**config.mk**
```make
export PLATFORM = sky130hd
export DESIGN_NAME = instr_fetch
export DESIGN_NICKNAME = d
export VERILOG_FILES = /design/src/rtl/instr_fetch.sv
export SDC_FILE = /design/constraint.sdc
export NUM_CORES = 1
export LEC_CHECK = 0
export ABC_AREA = 1
export CORE_AREA = 2 2 69 71
export DETAILED_ROUTE_END_ITERATION = 12
export DIE_AREA = 0 0 71 73
export DONT_BUFFER_PORTS = 1
export HOLD_SLACK_MARGIN = 0.06
export PLACE_DENSITY = 0.64
export SETUP_SLACK_MARGIN = 0.3
export SYNTH_ARGS = -nofsm -noshare
export SYNTH_HDL_FRONTEND = slang
export SYNTH_SLANG_ARGS = --single-unit
```
**constraint.sdc**
```tcl
create_clock -name clk -period 4.5 [get_ports clk]
set_input_delay 0.675 -clock clk [delete_from_list [all_inputs] [get_ports clk]]
set_output_delay 0.675 -clock clk [all_outputs]
set_load 0.005 [all_outputs]
```
**src/rtl/instr_fetch.sv**
```systemverilog
// Instruction fetch stage: owns the program counter, issues reads to the
// instruction memory and hands captured bytes to the decoder over valid/ready.
module instr_fetch #(
   parameter int                 ADDR_W      = 8,
   parameter int                 DATA_W      = 8,
   parameter logic [ADDR_W-1:0]  RESET_PC    = '0,
   parameter int                 MEM_LAT     = 1,
   parameter logic [DATA_W-1:0]  HALT_OPCODE = '1
) (
   input  logic              clk,
   input  logic              rst_n,
   input  logic              start,
   output logic [ADDR_W-1:0] mem_addr,
   output logic              mem_active,
   input  logic [DATA_W-1:0] mem_data,
   output logic [DATA_W-1:0] instr_out,
   output logic              instr_valid,
   input  logic              instr_ready,
   input  logic              branch_en,
   input  logic [ADDR_W-1:0] branch_target,
   output logic [ADDR_W-1:0] pc,
   output logic              halted
);

   typedef enum logic [1:0] {
      IDLE,
      FETCH,
      HOLD,
      HALTED
   } state_t;

   localparam logic [2:0] CNT_LAST = 3'(MEM_LAT - 1);

   state_t            state;
   state_t            next_state;
   logic [2:0]        cnt;
   logic [2:0]        cnt_nxt;
   logic [ADDR_W-1:0] pc_nxt;
   logic [ADDR_W-1:0] addr_nxt;
   logic              active_nxt;
   logic [DATA_W-1:0] instr_nxt;
   logic              valid_nxt;
   logic              halted_nxt;

   logic fetch_done;
   logic accept;
   logic accept_halt;

   assign fetch_done  = (cnt == CNT_LAST);
   assign accept      = instr_valid && instr_ready;
   assign accept_halt = accept && (instr_out == HALT_OPCODE);

   always_ff @(posedge clk or negedge rst_n) begin
      if (!rst_n) begin
         state       <= IDLE;
         pc          <= RESET_PC;
         mem_addr    <= '0;
         mem_active  <= 1'b0;
         instr_out   <= '0;
         instr_valid <= 1'b0;
         halted      <= 1'b0;
         cnt         <= '0;
      end else begin
         state       <= next_state;
         pc          <= pc_nxt;
         mem_addr    <= addr_nxt;
         mem_active  <= active_nxt;
         instr_out   <= instr_nxt;
         instr_valid <= valid_nxt;
         halted      <= halted_nxt;
         cnt         <= cnt_nxt;
      end
   end

   // Branch outranks every other event except reset in all non-halted states.
   always_comb begin
      next_state = state;
      case (state)
         IDLE: begin
            if (!branch_en && start) begin
               next_state = FETCH;
            end
         end
         FETCH: begin
            if (!branch_en && fetch_done) begin
               next_state = HOLD;
            end
         end
         HOLD: begin
            if (branch_en) begin
               next_state = FETCH;
            end else if (accept_halt) begin
               next_state = HALTED;
            end else if (accept) begin
               next_state = FETCH;
            end
         end
         HALTED: begin
            next_state = HALTED;
         end
         default: begin
            next_state = IDLE;
         end
      endcase
   end

   // While fetching, pc tracks mem_addr and only advances at the capture
   // edge, so a redirect simply loads the target into both.
   always_comb begin
      pc_nxt     = pc;
      addr_nxt   = mem_addr;
      active_nxt = mem_active;
      instr_nxt  = instr_out;
      valid_nxt  = instr_valid;
      halted_nxt = halted;
      cnt_nxt    = cnt;
      case (state)
         IDLE: begin
            if (branch_en) begin
               pc_nxt = branch_target;
            end else if (start) begin
               addr_nxt   = pc;
               active_nxt = 1'b1;
               cnt_nxt    = '0;
            end
         end
         FETCH: begin
            if (branch_en) begin
               pc_nxt     = branch_target;
               addr_nxt   = branch_target;
               active_nxt = 1'b1;
               cnt_nxt    = '0;
            end else if (fetch_done) begin
               instr_nxt  = mem_data;
               valid_nxt  = 1'b1;
               active_nxt = 1'b0;
               pc_nxt     = pc + 1'b1;
            end else begin
               cnt_nxt = cnt + 3'd1;
            end
         end
         HOLD: begin
            if (branch_en) begin
               valid_nxt  = 1'b0;
               pc_nxt     = branch_target;
               addr_nxt   = branch_target;
               active_nxt = 1'b1;
               cnt_nxt    = '0;
            end else if (accept_halt) begin
               valid_nxt  = 1'b0;
               halted_nxt = 1'b1;
            end else if (accept) begin
               valid_nxt  = 1'b0;
               addr_nxt   = pc;
               active_nxt = 1'b1;
               cnt_nxt    = '0;
            end
         end
         HALTED: begin
            halted_nxt = 1'b1;
         end
         default: begin
            valid_nxt  = 1'b0;
            active_nxt = 1'b0;
         end
      endcase
   end

endmodule

```
After elaboration in Yosys (flattened, before gate mapping)
Cells that the tools add are included.

word-level totals
  register bits after elaboration = 32
  bits of input ports = 21
  output and inout bits = 27
  logic and storage cells = 91

operators by class
  add/sub/neg operators = 2
  equal/unequal tests = 19
  multiplexer cells = 41
  bitwise gates (word level) = 1
  reduce and logical (&&, ||, !) cells = 20

operators with widths
  kind                 number
  $mux 8               8
  $pmux 8 s3           1
  $mux 3               7
  $ne 2x2->1 const B   9
  $reduce_and 6->1     3
  $pmux 8 s2           1
  $mux 1               14
  $ne 3x3->1 const B   4
  $reduce_and 3->1     4
  $mux 2               5
  $pmux 3 s3           1
  $add 8x1->8 const B  1
  $eq 8x8->1 const B   1
  $pmux 2 s4           1
  $reduce_bool 2->1    3
  $eq 2x2->1 const B   2
  $logic_and 1x1->1    4
  $ne 4x4->1 const B   1
  $pmux 1 s2           2
  $reduce_and 4->1     1
  $add 3x1->3 const B  1
  $logic_not 3->1      1
  $pmux 1 s3           1
  $reduce_bool 3->1    1
  6 further kinds      6

Logic depth before layout (Yosys ltp)
  depth in word-level cells = 5
  depth in mapped cells = 11
  gate-level depth less buffers = 10

Worst setup path before layout
OpenSTA, ideal clock, no wires.

  path kind = register -> register
  start = register state[1]
  end = register pc[2]
  setup time = 0.127 ns
  arrival = 1.503 ns
  required time = 4.373 ns
  slack = 2.870 ns
  cell stages (with the launch flop) = 11
  buffers on the path = 1
  clock period less this slack = 1.630 ns
  cell sequence = dfrtp_1 -> inv_1 -> ha_1 -> inv_1 -> nor2_2 -> nand2_1 -> nand2_1 -> inv_2 -> buf_4 -> o211ai_1 -> o21ai_1

between the ends
  longest elaborated chain between the ends = 4
  elaborated cells on any way between the ends = 9
  classes of those cells = eq/ne: 4; mux: 1; reduce/logical: 4

ends and longest elaborated chain
  item                                                              RTL line  source
  from (decl)                                                       34        state_t state;
  from (signal assigned)                                            64        state <= next_state;
  $eq 2x2->1 or $logic_not 2->1 (tied branches)                     117       case (state)
  $reduce_or 2->1 (no source line)                                  -
  $ne 2x1->1 (no source line) or $reduce_bool 2->1 (tied branches)  -
  $reduce_and 3->1 (no source line)                                 -
  to (signal assigned)                                              65        pc <= pc_nxt;
  to (decl)                                                         21        output logic [ADDR_W-1:0] pc,

Several ways; a longest one is shown, not always the timed one.
A chain may end at the register's enable or synchronous reset.

Worst setup path after layout
  start = register state[0]
  end = register pc[0]

The elaborated chain is that of the path after synthesis.

==> impl_metrics.json <==
{
  "status": "completed",
  "cp-end-kind": "flop",
  "utilization": 0.453,
  "ir_drop_v": 0.000305,
  "h-tree-depth": 2,
  "tightest_slew_ns": 0.424,
  "r2r_cells": 10,
  "critPathMostFrequentCell": "inv_1",
  "wl_per_cell_um": 13.3,
  "gp_congestion": 0.835,
  "max_stage_delay_ns": 0.49,
  "p_int_w": 0.000790,
  "synth.area.mux_share": 0,
  "cts_setup_buffers": 0,
  "cts_sinks": 32,
  "finalHoldViolations": 0,
  "syn_inst": 264,
  "via_per_inst": 5.13,
  "drt_first_iter_violations": 144,
  "switchingPower_w": 0.000751,
  "synth_top_family_by_area": "simple AND/OR/NAND/NOR gates",
  "rrSetupSlack_ns": 2.52,
  "worstReg2RegEnd": "pc[0]$_DFFE_PN0P_",
  "cellLeakagePower_nw": 1.04,
  "rows": 25,
  "place_ws_ns": 2.52,
  "final_cell_area_mm2": 0.00205,
  "max_freq_mhz": 504,
  "ant_nets": 0,
  "seqPwrFrac": 0.370,
  "remaining_drc_errors": 0,
  "cts.clk_slew.worst_paths_ns": 0.07,
  "grt_antenna_before_repair": 0,
  "grt_setup_unrepaired": "false",
  "p_comb_frac": 0.494,
  "powerDensity_mw_per_mm2": 750,
  "drive_above_1_share": 0.0778,
  "yosys_warnings": 0,
  "clock_power_share": 0.136,
  "synth-compound-area-share": 0.115,
  "path_cells": "inv_1 -> ha_1 -> nor2_2 -> inv_1 -> nor2_2 -> inv_1 -> nand2_1 -> o21ai_0 -> nand2_1 -> o21ai_1",
  "setup_violations": 0,
  "slowest_stage": "dfrtp_1",
  "cts_buffer_depth": 2,
  "startpoint": "state[0]$_DFFE_PN0P_",
  "clock_latency_ns": 0.28,
  "die_h_um": 73,
  "grtUsageTotal": 0.172,
  "first_global_vias": 1504,
  "cp.buffers_inverters": 3,
  "syn_to_final_growth_pct": 7.96,
  "syn-cell-area_mm2": 0.00190,
  "seq_area_um2": 801,
  "fin_tns_setup_ns": 0,
  "grt_pass1_wl_mm": 7.02,
  "first_pass_iters": 4,
  "criticalPathCategory": "flop to flop",
  "fin_nets": 299,
  "cts_tree": "built",
  "power_w": 0.00154,
  "ys_seq_area_frac": 0.421,
  "rr_startpoint": "state[0]$_DFFE_PN0P_",
  "p_sw_frac": 0.487,
  "cp.required_ns": 4.67,
  "place_area_mm2": 0.00195,
  "dp_hpwl_mm": 3.16,
  "maxSlewViolCount": 0,
  "synth.ff_latch_count": 32,
  "synthAdderAreaFrac": 0.0526,
  "timing.final.crit_period_ns": 1.98,
  "critPathTopFamily": "simple AND/OR/NAND/NOR gates",
  "worst_slack_ns": 2.52,
  "die_w_um": 71,
  "ctsRootBufferMaster": "clkbuf_8",
  "cap_viol_max_count": 0,
  "syn_avg_cell_area_um2": 7.20,
  "cp_max_fo": 11,
  "wl_mm": 4.32,
  "core_mm2": 0.00454,
  "multi_input_area_um2": 975,
  "endpoint": "pc[0]$_DFFE_PN0P_",
  "cp.depth": 10,
  "grt_max_degree": 33,
  "io_pins": 48,
  "grt_overflow": 0,
  "synthSimpleGateAreaFrac": 0.336,
  "dieArea_mm2": 0.00518,
  "n_fill_cell": 450,
  "port_buffers": 0,
  "hold_class": "input port to async pin",
  "synth_xor_area_frac": 0.00921,
  "maxSlewHeadroom": 0.717,
  "synth_cell_type_count": 22,
  "setup.worst_path.start_class": "flop",
  "cts_inserted_buffers": 5,
  "vias": 1661,
  "arrival_ns": 2.15,
  "period_share": 0.441,
  "antenna-diode-count": 0,
  "syn-num-nets": 293,
  "skew_ns": 0.00571,
  "start_util": 0.419
}
cell usage in the layout, fill, tap and decap left out:
cell type      instances
clkinv_2               1
clkbuf_8               5
dfrtp_1               32
nand3_2                2
inv_2                  5
inv_1                 24
nand2_1               99
o21ai_1               12
nor2_2                 5
o21ai_0                7
clkinvlp_4             1
o22ai_1                1
ha_1                   8
a21oi_1               16
nand3b_1               2
a22oi_1                3
nand4_2                1
o211ai_1               2
dlygate4sd3_1          2
nand4_1                4
nand3_1               16
xnor2_1                2
nor2_1                19
nor2_4                 1
final cells by class:
type	count	area share
clock inverters	2	0.00609
flip-flops and latches	32	0.390
clock buffers	5	0.0335
well taps	54	0.0329
inverters	29	0.0530
multi-input cells	200	0.475
repair buffers	2	0.00975
stage by stage:
step                      hold slack [ns]  instances
after floorplan                     0.379        264
after global placement              0.380        315
after detailed placement            0.380        315
after CTS                          0.0698        322
after global routing               0.0611        324
final                              0.0825        324
layer usage:
metal / vias up / share of wire / track usage
met1: 743 / 0.45 / 0.219
met2: 57 / 0.45 / 0.266
met4: 0 / 0.014 / 0.0776
met3: 6 / 0.082 / 0.0580
li1: 855 / - / -
met5: - / 0 / 0
synthesized netlist by cell type, drive strengths merged:
cell type	n	area, µm²
a21oi	16	80.1
a22oi	3	22.5
buf	3	17.5
dfrtp	32	801
ha	8	100
inv	29	109
nand2	99	372
nand3	18	100
nand3b	2	15.0
nand4	5	37.5
nor2	25	114
o211ai	2	15.0
o21ai	19	95.1
o22ai	1	6.26
xnor2	2	17.5
power by group through the flow:
stage | registers, W | clock network (W) | logic (W)
floorplan | 0.000535 | 0 | 0.000624
global placement | 0.000575 | 0 | 0.000754
detailed placement | 0.000578 | 0 | 0.000754
CTS | 0.000573 | 0.000219 | 0.000758
global route | 0.000590 | 0.000232 | 0.000878
finish | 0.000570 | 0.000210 | 0.000761
state kept, by name (all words and copies together), names as in the netlist:
register     flops
pc               8
mem_active       1
state            2
cnt              3
halted           1
instr_out        8
instr_valid      1
mem_addr         8
cells by family after synthesis:
logic type / count (synthesis)
AOI/OAI and AO/OA: 41
xor gates and xnor gates: 2
adders and majority gates: 8
buffers and inverters: 32
DFF: 32
and+or+nand+nor: 149
worst min-delay path by stage:
| stage | startpoint | end | slack, ns | cells after the start |
|---|---|---|---|---|
| floorplan | rst_n | cnt[0]$_DFFE_PN0P_ | 0.38 | 0 |
| detailed placement | rst_n | pc[4]$_DFFE_PN0P_ | 0.38 | 0 |
| CTS | rst_n | cnt[2]$_DFFE_PN0P_ | 0.07 | 0 |
| finish | rst_n | pc[5]$_DFFE_PN0P_ | 0.08 | 0 |
| global placement | rst_n | pc[4]$_DFFE_PN0P_ | 0.38 | 0 |
| global route | rst_n | mem_addr[5]$_DFFE_PN0P_ | 0.06 | 0 |
timing repair:
item | 4_1_cts | 5_1_grt
setup endpoints to repair | 0 | 0
resized for setup | 0 | 0
hold buffers | 0 | 2
hold endpoints to repair | 0 | 7
Power figures use the tool's default switching activity.
